==> config.mk <==
export PLATFORM = sky130hd
export DESIGN_NAME = nec_ir_receiver
export DESIGN_NICKNAME = d
export VERILOG_FILES = /design/src/rtl/nec_ir_receiver.sv
export SDC_FILE = /design/constraint.sdc
export NUM_CORES = 1
export LEC_CHECK = 0
export ABC_CLOCK_PERIOD_IN_PS = 2400
export BUFFER_PORTS_ARGS = -buffer_cell sky130_fd_sc_hd__buf_4
export CORE_UTILIZATION = 37
export CTS_BUF_LIST = sky130_fd_sc_hd__clkbuf_8
export DETAILED_ROUTE_END_ITERATION = 10
export REMOVE_ABC_BUFFERS = 1
export SLEW_MARGIN = 25
export SYNTH_ARGS = -nofsm -noshare
export SYNTH_HDL_FRONTEND = slang
export SYNTH_SLANG_ARGS = --single-unit
==> constraint.sdc <==
create_clock -name CLOCK_50 -period 2.4 [get_ports CLOCK_50]
set_input_delay 0.36 -clock CLOCK_50 [delete_from_list [all_inputs] [get_ports CLOCK_50]]
set_output_delay 0.36 -clock CLOCK_50 [all_outputs]
set_load 0.05 [all_outputs]
==> src/rtl/nec_ir_receiver.sv <==
// NEC infrared remote decoder: turns the demodulated IR pin into a 32-bit frame plus repeat/error pulses.
// Optional build macro IR_ADDR_CHECK_EN also requires the address byte pair to be complementary.
module nec_ir_receiver #(
    parameter int LEAD_LOW_MIN = 400000,
    parameter int LEAD_LOW_MAX = 500000,
    parameter int GAP_DATA_MIN = 175000,
    parameter int GAP_DATA_MAX = 275000,
    parameter int GAP_RPT_MIN  = 87500,
    parameter int GAP_RPT_MAX  = 137500,
    parameter int BURST_MIN    = 15000,
    parameter int BURST_MAX    = 45000,
    parameter int SPACE0_MIN   = 15000,
    parameter int SPACE0_MAX   = 45000,
    parameter int SPACE1_MIN   = 65000,
    parameter int SPACE1_MAX   = 105000,
    parameter int RPT_WINDOW   = 7500000
) (
    input  logic        CLOCK_50,
    input  logic        reset_n,
    input  logic        IRDA_RXD,
    output logic [31:0] hex_data,
    output logic        data_valid,
    output logic        repeat_valid,
    output logic        frame_err,
    output logic        busy
);

    typedef enum logic [2:0] {
        IDLE,
        LEAD_LOW,
        LEAD_HIGH,
        BIT_LOW,
        BIT_HIGH,
        STOP_LOW,
        RPT_TAIL
    } state_t;

    localparam logic [19:0] CNT_MAX  = 20'hFFFFF;
    localparam logic [19:0] LL_MIN   = 20'(LEAD_LOW_MIN);
    localparam logic [19:0] LL_MAX   = 20'(LEAD_LOW_MAX);
    localparam logic [19:0] GD_MIN   = 20'(GAP_DATA_MIN);
    localparam logic [19:0] GD_MAX   = 20'(GAP_DATA_MAX);
    localparam logic [19:0] GR_MIN   = 20'(GAP_RPT_MIN);
    localparam logic [19:0] GR_MAX   = 20'(GAP_RPT_MAX);
    localparam logic [19:0] BU_MIN   = 20'(BURST_MIN);
    localparam logic [19:0] BU_MAX   = 20'(BURST_MAX);
    localparam logic [19:0] S0_MIN   = 20'(SPACE0_MIN);
    localparam logic [19:0] S0_MAX   = 20'(SPACE0_MAX);
    localparam logic [19:0] S1_MIN   = 20'(SPACE1_MIN);
    localparam logic [19:0] S1_MAX   = 20'(SPACE1_MAX);
    localparam logic [22:0] WIN_LOAD = 23'(RPT_WINDOW);

    state_t      state;
    logic        sync1, sync2, sync3;
    logic        rise, fall;
    logic [19:0] cnt;
    logic [31:0] shreg;
    logic [4:0]  bit_cnt;
    logic [22:0] rpt_win;
    logic        checksum_ok;
    logic        burst_ok, space0_ok, space1_ok;

    // The synchronizer is left unreset so a line already low at reset release is not seen as a fresh edge.
    always_ff @(posedge CLOCK_50) begin
        sync1 <= IRDA_RXD;
        sync2 <= sync1;
        sync3 <= sync2;
    end

    always_ff @(posedge CLOCK_50) begin
        if (!reset_n) begin
            rise <= 1'b0;
            fall <= 1'b0;
            cnt  <= '0;
        end else begin
            rise <= sync2 & ~sync3;
            fall <= ~sync2 & sync3;
            if (rise | fall)
                cnt <= '0;
            else if (cnt != CNT_MAX)
                cnt <= cnt + 20'd1;
        end
    end

    assign burst_ok  = (cnt >= BU_MIN) && (cnt <= BU_MAX);
    assign space0_ok = (cnt >= S0_MIN) && (cnt <= S0_MAX);
    assign space1_ok = (cnt >= S1_MIN) && (cnt <= S1_MAX);

`ifdef IR_ADDR_CHECK_EN
    assign checksum_ok = (shreg[31:24] == ~shreg[23:16]) && (shreg[15:8] == ~shreg[7:0]);
`else
    assign checksum_ok = (shreg[31:24] == ~shreg[23:16]);
`endif

    assign busy = (state != IDLE);

    // Protocol FSM; every pulse output is registered here and cleared by default each cycle.
    always_ff @(posedge CLOCK_50) begin
        if (!reset_n) begin
            state        <= IDLE;
            hex_data     <= '0;
            data_valid   <= 1'b0;
            repeat_valid <= 1'b0;
            frame_err    <= 1'b0;
            shreg        <= '0;
            bit_cnt      <= '0;
            rpt_win      <= '0;
        end else begin
            data_valid   <= 1'b0;
            repeat_valid <= 1'b0;
            frame_err    <= 1'b0;
            if (rpt_win != '0)
                rpt_win <= rpt_win - 23'd1;

            case (state)
                IDLE: begin
                    if (fall)
                        state <= LEAD_LOW;
                end
                LEAD_LOW: begin
                    if (rise) begin
                        if (cnt >= LL_MIN && cnt <= LL_MAX) begin
                            state <= LEAD_HIGH;
                        end else begin
                            frame_err <= 1'b1;
                            state     <= IDLE;
                        end
                    end
                end
                LEAD_HIGH: begin
                    if (fall) begin
                        if (cnt >= GD_MIN && cnt <= GD_MAX) begin
                            bit_cnt <= '0;
                            state   <= BIT_LOW;
                        end else if (cnt >= GR_MIN && cnt <= GR_MAX) begin
                            state <= RPT_TAIL;
                        end else begin
                            frame_err <= 1'b1;
                            state     <= IDLE;
                        end
                    end
                end
                BIT_LOW: begin
                    if (rise) begin
                        if (burst_ok) begin
                            state <= BIT_HIGH;
                        end else begin
                            frame_err <= 1'b1;
                            state     <= IDLE;
                        end
                    end
                end
                BIT_HIGH: begin
                    if (fall) begin
                        if (space0_ok || space1_ok) begin
                            shreg   <= {space1_ok, shreg[31:1]};
                            bit_cnt <= bit_cnt + 5'd1;
                            state   <= (bit_cnt == 5'd31) ? STOP_LOW : BIT_LOW;
                        end else begin
                            frame_err <= 1'b1;
                            state     <= IDLE;
                        end
                    end else if (cnt > S1_MAX) begin
                        frame_err <= 1'b1;
                        state     <= IDLE;
                    end
                end
                STOP_LOW: begin
                    if (rise) begin
                        if (burst_ok && checksum_ok) begin
                            hex_data   <= shreg;
                            data_valid <= 1'b1;
                            rpt_win    <= WIN_LOAD;
                        end else begin
                            frame_err <= 1'b1;
                        end
                        state <= IDLE;
                    end
                end
                RPT_TAIL: begin
                    if (rise) begin
                        if (burst_ok && rpt_win != '0) begin
                            repeat_valid <= 1'b1;
                            rpt_win      <= WIN_LOAD;
                        end else begin
                            frame_err <= 1'b1;
                        end
                        state <= IDLE;
                    end
                end
                default: state <= IDLE;
            endcase
        end
    end

endmodule

==> impl_metrics.py, run 1 <==
metrics = {
    "status": {
        "outcome": "completed",
    },
    "grt": {
        "grt_max_degree": 41,
        "overflow": 0,
        "grt_use_total_pct": 19.0,
        "grt_pass1_vias": 5120,
        "grt_pass1_wl_um": 24800,
        "antenna_found_initial": 0,
    },
    "floorplan": {
        "num_rows": 45,
        "die_h_um": 128,
        "start_util_pct": 38.4,
        "fp.dieW_um": 128,
        "die_area_um2": 16500,
        "coreArea_um2": 15400,
        "io-pin-count": 39,
    },
    "placement": {
        "portBuffers": 38,
        "dpl.hpwl_um": 10900,
        "gp_congestion": 0.937,
        "place_ws_ns": 0.000968,
        "placed_cells": 989,
    },
    "synth": {
        "synth-seq-area-share_pct": 41.7,
        "yosys-top-cells-area": "dfxtp_1 (42%), nand2_1 (6.5%), mux2i_1 (5.6%)",
        "ys_types": 81,
        "async_flop_share_pct": 0,
        "syn_area_um2": 5910,
        "synth_seq_cells": 123,
        "yosysMostFrequentCell": "dfxtp_1",
        "netlist_top_cells_count": "dfxtp_1 (123), nand2_1 (103), nor2_1 (82)",
        "yosys_warnings": 0,
        "synth_edf_count": 0,
        "synth_top_area_share_pct": 41.7,
        "syn_inst": 702,
        "synth_top_cell_by_area": "dfxtp_1",
        "synth.avg_cell_area_um2": 8.42,
        "synth-main-ff-cell": "dfxtp_1",
    },
    "routing": {
        "drt_iter0_markers": 399,
        "wl_per_cell_um": 14.9,
        "vias": 5341,
        "drtAntennaViolNets": 0,
        "routed_wl_um": 15300,
        "drc_errors": 0,
        "vias_per_cell": 5.21,
        "first_pass_iters": 5,
    },
    "worst_setup_path": {
        "crit_fanout": 21,
        "critical-path-slowest-cell": "nor4_4",
        "crit_required_ns": 2.70,
        "cp-startpoint": "cnt[0]",
        "path_cells": "nor4_4 > nand2_1 > nor4_4 > o21ai_4 > buf_4 > or3_4 > buf_12 > nand2_1 > a21oi_1",
        "max_stage_delay_ns": 0.42,
        "worstSetupPathType": "reg2reg",
        "r2r_start": "cnt[0]",
        "cp-end-kind": "register",
        "cp.arrival_ns": 2.63,
        "crit_path_start_kind": "register",
    },
    "min_path": {
        "min_from": "reset_n",
        "hold_path_class": "in2reg",
    },
    "timing": {
        "drv_slew": 0,
        "hold_violations": 0,
        "timing.fmax_ghz": 0.428,
        "fin_crit_sh_pct": 97.3,
        "clock_skew_ns": 0.0134,
        "slew_headroom_pct": 51.9,
        "worstMarginPinSlew_ns": 0.721,
        "setup_ws_ns": 0.0649,
        "final.min_clock_period_ns": 2.34,
        "setup_viol": 0,
        "fin_tns_setup_ns": 0,
    },
    "pwr": {
        "ir_drop_uv": 404,
        "power_density_nw_per_um2": 755,
        "power.leakage_nw": 2.79,
    },
    "finish": {
        "fin_nets": 810,
        "final_core_util_pct": 49.1,
        "area_delta_synth_final_pct": 27.8,
        "seqCellArea_um2": 2470,
        "drive_gt1_share_pct": 25.6,
        "n_antenna_cell": 0,
        "multi_input_area_um2": 3290,
        "fillers": 1429,
        "fin_cells": 1025,
    },
    "clocking": {
        "clock_path_buffers": 2,
        "worstSkewPairLatency_ns": 0.45,
        "h-tree-depth": 4,
        "cts_tree": "built",
        "cts_sinks": 123,
        "cts_buffers": 17,
        "clock-root-buffer": "clkbuf_8",
        "clk_pin_slew_ns": 0.08,
    },
    "job": {
        "max_cap_viol_count": 0,
    },
}
## cells by family after synthesis
kind of cell / share of synthesized area, %
XOR/XNOR: 6.23
adder cells (fa/ha/maj): 1.27
AND/OR/NAND/NOR: 25.5
multiplexers: 5.78
buffers and inverters: 5.42
AO/OA/AOI/OAI: 14.1
flip-flops: 41.7
## layout make-up
class | instances | area share (%)
clock buffer | 17 | 3.10
clock inverter | 15 | 2.02
inverter | 14 | 0.696
multi-input combinational | 519 | 43.5
sequential | 123 | 32.8
tap | 211 | 3.50
timing repair buffer | 126 | 14.4
## metal layers
layer	global-route usage, %	share of wire, %	up-vias
met4	7.61	2.3	0
met3	4.62	4.7	33
met1	24.5	46	2503
met5	0	0	-
li1	-	-	2662
met2	30.7	47	143
## worst paths after layout
kind	to	slack, ns	cells past startpoint
max reg2reg	hex_data[28]	0.06	9
min reg2reg	sync2	0.35	0
min	frame_err	0.25	2
max	hex_data[28]	0.06	9
## flip-flops by register name, summed over array words and instances, names as in the netlist, 3 cells and up
register and flops:
hex_data 32, shreg 32, rpt_win 23, cnt 20
bit_cnt 5, state 3
## worst max-delay path: cells and delay by family (launching register included)
kind | cells | cell delay (ns)
buffers and inverters | 2 | 0.34
AND/OR/NAND/NOR | 5 | 1.33
AO/OA/AOI/OAI | 2 | 0.17
flip-flops | 1 | 0.34
## power breakdown
| part | internal [mW] | leakage (nW) | switching [mW] | total (mW) |
|---|---|---|---|---|
| logic | 0.737 | 1.59 | 0.774 | 1.51 |
| registers | 2.22 | 1.00 | 0.171 | 2.39 |
| clock network | 0.856 | 0.201 | 0.949 | 1.80 |
## cells in the final DEF (no fill, tap or decap), types with 5 or more instances in the layout
cell,n
inv_6,5
nor3_1,19
nor4_1,13
xor2_1,6
and3_1,6
o21ai_0,14
nand4_1,7
buf_4,114
inv_1,13
ha_1,6
nand2_1,102
clkbuf_8,17
buf_12,8
dfxtp_1,114
mux2i_1,33
dfxtp_2,9
nand3_1,23
nor2_1,82
xnor2_1,36
a21oi_1,60
or3_1,10
## per-stage QoR
stage	cell area, um^2	hold slack, ns	total power [mW]
after floorplan	5640	0.310	3.44
after detailed placement	6920	0.339	3.90
after CTS	7340	0.231	5.72
after global routing	7550	0.244	6.05
after global placement	6920	0.316	3.83
final	7550	0.250	5.70
## repair_timing
item	CTS	global route
hold endpoints to repair	1	0
resized for setup	3	32
setup endpoints to repair	6	96
setup buffers	0	1
pin swaps	0	5
cloned	0	2
hold buffers	1	0
Note: power is estimated with default switching activity, not from simulation.
==> run 2: changes to the inputs <==
CORE_UTILIZATION = 30   (was 37)
==> impl_metrics.py, run 2 (same netlist as run 1, synthesis figures left out) <==
metrics = {
    "grt": {
        "grt_use_total_pct": 14.7,
        "grtUsageMet3_pct": 3.36,
        "grt_use_met1_pct": 20.3,
        "grt_pass1_vias": 4835,
        "overflow": 0,
        "grt_max_degree": 44,
        "grt_pass1_wl_um": 23700,
        "antenna_found_initial": 0,
        "grt.busiest_layer": "met2",
        "use_met2_pct": 21.9,
    },
    "floorplan": {
        "start_util_pct": 31.1,
        "fp.dieW_um": 142,
        "die_h_um": 142,
        "coreArea_um2": 19000,
        "die_area_um2": 20300,
        "num_rows": 50,
        "io-pin-count": 39,
    },
    "placement": {
        "dpl.hpwl_um": 9790,
        "portBuffers": 38,
        "place_ws_ns": 0.0325,
        "placed_cells": 1015,
        "placed_area_um2": 6770,
        "gp_congestion": 0.856,
    },
    "pwr": {
        "power.leakage_nw": 2.62,
        "ir_drop_uv": 367,
        "p_total_mw": 5.49,
        "power_density_nw_per_um2": 753,
    },
    "routing": {
        "drc_errors": 0,
        "vias_per_cell": 4.89,
        "drt_iter0_markers": 313,
        "first_pass_iters": 5,
        "routed_wl_um": 14300,
        "drtAntennaViolNets": 0,
        "vias": 5152,
        "wl_per_cell_um": 13.6,
    },
    "timing": {
        "final.min_clock_period_ns": 2.35,
        "worstMarginPinSlew_ns": 0.665,
        "setup_ws_ns": 0.0546,
        "drv_slew": 0,
        "clock_skew_ns": 0.0184,
        "slew_headroom_pct": 55.0,
        "hold_violations": 0,
        "fin_crit_sh_pct": 97.7,
        "rsz0062_at_grt": "yes",
        "setup_viol": 0,
        "timing.fmax_ghz": 0.426,
    },
    "worst_setup_path": {
        "r2r_start": "rpt_win[16]",
        "worstSetupPathType": "reg2reg",
        "path_cells": "or3_4 > or4_4 > nor3_4 > buf_4 > o211ai_2 > a221oi_2 > or3_1 > o311a_1",
        "reg2reg_depth": 8,
        "max_stage_delay_ns": 0.46,
        "cp.buffers_inverters": 1,
        "cp-endpoint": "frame_err",
        "reg2reg_to": "frame_err",
        "cp-startpoint": "rpt_win[16]",
        "cp.depth": 8,
        "cp.arrival_ns": 2.71,
        "cp-end-kind": "register",
        "crit_required_ns": 2.76,
        "critical-path-slowest-cell": "or4_4",
        "crit_path_start_kind": "register",
        "crit_fanout": 5,
        "crit_family": "simple AND/OR/NAND/NOR gates",
        "rrSetupSlack_ns": 0.05,
    },
    "clocking": {
        "h-tree-depth": 4,
        "cts_sinks": 123,
        "worstSkewPairLatency_ns": 0.44,
        "cts_buffers": 17,
        "cts_tree": "built",
        "clock-root-buffer": "clkbuf_8",
        "clock_path_buffers": 2,
        "clk_pin_slew_ns": 0.08,
    },
    "finish": {
        "area_delta_synth_final_pct": 23.4,
        "fin_cells": 1054,
        "n_antenna_cell": 0,
        "fillers": 1981,
        "reg_top3": "hex_data: 32 flops, shreg: 32 flops, rpt_win: 23 flops",
        "drive_gt1_share_pct": 22.0,
        "fin_nets": 790,
        "final_common_cell": "dfxtp_1",
        "seqCellArea_um2": 2480,
        "design_area_um2": 7290,
        "multi_input_area_um2": 3180,
        "final_cell_mix": "dfxtp_1 (112), nand2_1 (103), buf_4 (95), nor2_1 (82), a21oi_1 (60)",
    },
    "status": {
        "outcome": "completed",
    },
    "job": {
        "max_cap_viol_count": 0,
    },
    "min_path": {
        "hold_path_class": "in2reg",
    },
}
run 2: cell count changes in the layout (fill, tap and decap cells not counted), sizes merged:
cell / before / now
bufinv: 1 / 0
inv: 22 / 17
clkbuf: 19 / 22
buf: 123 / 103
clkinvlp: 0 / 5
clkinv: 6 / 4
run 2: worst min-delay path by stage:
stage                        from    endpoint  cells past startpoint
final                     reset_n        rise                      3
after global routing      reset_n  bit_cnt[4]                      3
after CTS                 reset_n        rise                      3
after detailed placement    sync1       sync2                      0
after global placement      sync1       sync2                      0
after floorplan             sync1       sync2                      0
run 2: repair_timing:
action                     CTS  global route
buffers inserted             0             4
hold endpoints to repair     1             0
setup endpoints to repair    0            79
resized for setup            0            22
hold buffers                 1             0
run 2: worst register-to-register path: stages, from the launching register on:
cell and delay (ns):
dfxtp_2 0.34, or3_4 0.41, or4_4 0.46, nor3_4 0.15, buf_4 0.14, o211ai_2 0.09, a221oi_2 0.31, or3_1 0.15
o311a_1 0.21
run 2: final cells by class:
class,count,area share [%]
Inverter,14,0.721
Clock inverter,12,1.20
Clock buffer,20,3.78
Sequential cell,123,34.0
Timing Repair Buffer,106,12.3
Multi-Input combinational cell,519,43.6
Tap cell,260,4.46
run 2: routing by layer:
metal	up-vias	part of all wire [%]
li1	2622	-
met1	2382	50
met2	122	43
met3	26	4.4
met4	0	2.5
met5	-	0
run 2: report_power, final:
part	internal (mW)	switching (mW)	total [mW]
Clock	0.800	0.883	1.68
Sequential	2.22	0.164	2.38
Combinational	0.691	0.733	1.42
run 2: per-stage QoR:
| stage | setup TNS (ns) | util, % | hold WS [ns] |
|---|---|---|---|
| final | 0 | 38.3 | 0.253 |
| after global routing | -0.0411 | 38.3 | 0.252 |
| after CTS | 0 | 37.6 | 0.217 |
| after detailed placement | 0 | 35.6 | 0.315 |
| after global placement | 0 | 35.6 | 0.315 |
| after floorplan | -37.99 | - | 0.310 |
==> run 3: changes to the inputs <==
BUFFER_PORTS_ARGS = -buffer_cell sky130_fd_sc_hd__buf_2   (was -buffer_cell sky130_fd_sc_hd__buf_4)
PLACE_DENSITY = 0.5   (was default)
==> impl_metrics.py, run 3 (same netlist as run 1, synthesis figures left out) <==
metrics = {
    "placement": {
        "gp_congestion": 0.888,
        "placed_cells": 1031,
        "dpl.hpwl_um": 10200,
        "portBuffers": 38,
    },
    "timing": {
        "clock_skew_ns": 0.0145,
        "fin_crit_sh_pct": 99.9,
        "final.min_clock_period_ns": 2.40,
        "worstMarginPinSlew_ns": 0.467,
        "hold_violations": 0,
        "slew_headroom_pct": 68.8,
        "setup_viol": 0,
        "fin_tns_setup_ns": 0,
        "drv_slew": 0,
        "rsz0062_at_grt": "yes",
        "hold-worst-slack_ns": 0.0307,
        "timing.fmax_ghz": 0.417,
    },
    "pwr": {
        "ir_drop_uv": 397,
        "power.leakage_nw": 2.78,
        "p_comb_share_pct": 24.9,
        "switching_share_pct": 32.1,
        "power_density_nw_per_um2": 777,
        "internal-power_mw": 3.95,
        "pwr-share-seq_pct": 40.8,
        "p_clk_share_pct": 34.3,
        "p_sw_mw": 1.87,
    },
    "floorplan": {
        "die_h_um": 142,
        "num_rows": 50,
        "start_util_pct": 31.1,
        "coreArea_um2": 19000,
        "io-pin-count": 39,
        "die_area_um2": 20300,
        "fp.dieW_um": 142,
    },
    "worst_setup_path": {
        "cp-end-kind": "register",
        "path_cells": "buf_6 > or3b_4 > or3_4 > o22ai_4 > nand2_2 > a21oi_4 > buf_12 > clkbuf_16 > mux2i_1 > nor2_1",
        "crit_path_start_kind": "register",
        "max_stage_delay_ns": 0.41,
        "cp.arrival_ns": 2.73,
        "critical-path-slowest-cell": "or3_4",
        "cp.buffers_inverters": 3,
        "crit_family": "simple AND/OR/NAND/NOR gates",
        "crit_required_ns": 2.73,
        "crit_fanout": 8,
        "worstSetupPathType": "reg2reg",
    },
    "grt": {
        "overflow": 0,
        "grt_max_degree": 66,
        "antenna_found_initial": 0,
        "grt_pass1_wl_um": 24200,
        "grt_use_total_pct": 15.2,
        "grt_pass1_vias": 4765,
    },
    "clocking": {
        "worstSkewPairLatency_ns": 0.45,
        "clock_path_buffers": 2,
        "clk_pin_slew_ns": 0.08,
        "clock-root-buffer": "clkbuf_8",
        "cts_tree": "built",
        "postCtsHoldBufs": 0,
        "h-tree-depth": 4,
        "cts_buffers": 17,
        "cts_sinks": 123,
    },
    "routing": {
        "vias_per_cell": 4.80,
        "drc_errors": 0,
        "first_pass_iters": 4,
        "met2_length_um": 6660,
        "top_layer": "met4",
        "wl_per_cell_um": 13.9,
        "met1_length_um": 7240,
        "routed_wl_um": 14800,
        "drtAntennaViolNets": 0,
        "met3WireLength_um": 711,
        "vias": 5140,
        "drt_iter0_markers": 327,
    },
    "finish": {
        "n_antenna_cell": 0,
        "fillers": 1976,
        "final_core_util_pct": 39.4,
        "final_cell_mix": "dfxtp_1 (118), nand2_1 (102), nor2_1 (82), buf_4 (74), a21oi_1 (60)",
        "area_delta_synth_final_pct": 26.7,
        "reg_top3": "hex_data: 32 flops, shreg: 32 flops, rpt_win: 23 flops",
        "seqCellArea_um2": 2470,
        "fin_nets": 807,
        "fin_cells": 1071,
        "drive_gt1_share_pct": 24.2,
        "multi_input_area_um2": 3250,
        "final_common_cell": "dfxtp_1",
    },
    "job": {
        "max_cap_viol_count": 0,
    },
    "status": {
        "outcome": "completed",
    },
    "min_path": {
        "hold_path_class": "in2reg",
    },
}
==> run 3: power groups by stage <==
stage	registers [mW]	logic, mW	clock network, mW
3_5_place_dp	2.41	1.42	0
3_3_place_gp	2.42	1.42	0
6_report	2.37	1.45	1.99
4_1_cts	2.37	1.43	2.05
5_1_grt	2.40	1.60	2.14
2_1_floorplan	2.39	1.05	0
==> run 3: final timing paths <==
| check | startpoint | endpoint | slack [ns] | cells past startpoint |
|---|---|---|---|---|
| worst max-delay path | cnt[10] | shreg[15] | 0.003 | 10 |
| worst min-delay path | IRDA_RXD | sync1 | 0.03 | 1 |
| worst max register to register | cnt[10] | shreg[15] | 0.003 | 10 |
| worst min register to register | sync1 | sync2 | 0.33 | 0 |
==> run 3: routing by layer <==
metal,track usage (%),vias up
met1,20.3,2361
met5,0,-
met4,4.81,0
met3,4.21,17
met2,23.6,101
li1,-,2661
==> run 3: area by class of cell <==
class,instances,area share [%]
well taps,260,4.34
clock inverters,12,2.02
repair buffers,123,12.9
flip-flops and latches,123,33.0
clock buffers,20,3.68
inverters,14,0.702
multi-input cells,519,43.4
==> run 3: worst register-to-register path: stages, from the launching register on <==
cell and delay [ns]:
dfxtp_2 0.33, buf_6 0.11, or3b_4 0.40, or3_4 0.42, o22ai_4 0.18, nand2_2 0.12
a21oi_4 0.17, buf_12 0.15, clkbuf_16 0.16, mux2i_1 0.18, nor2_1 0.05
==> run 3: through the flow <==
step,power [mW],setup slack [ns],cell area (um^2)
3_3_place_gp,3.83,-0.0603,6840
4_1_cts,5.84,0.00722,7270
5_1_grt,6.14,-0.0785,7490
6_report,5.82,0.00347,7490
2_1_floorplan,3.44,-0.938,5640
3_5_place_dp,3.83,-0.0258,6840
==> run 3: timing repair <==
item / in CTS / in global routing
endpoints found under the hold margin: 0 / 0
pin swaps: 1 / 19
setup endpoints to repair: 16 / 83
setup buffers: 0 / 6
gates cloned: 0 / 2
resized for setup: 1 / 24
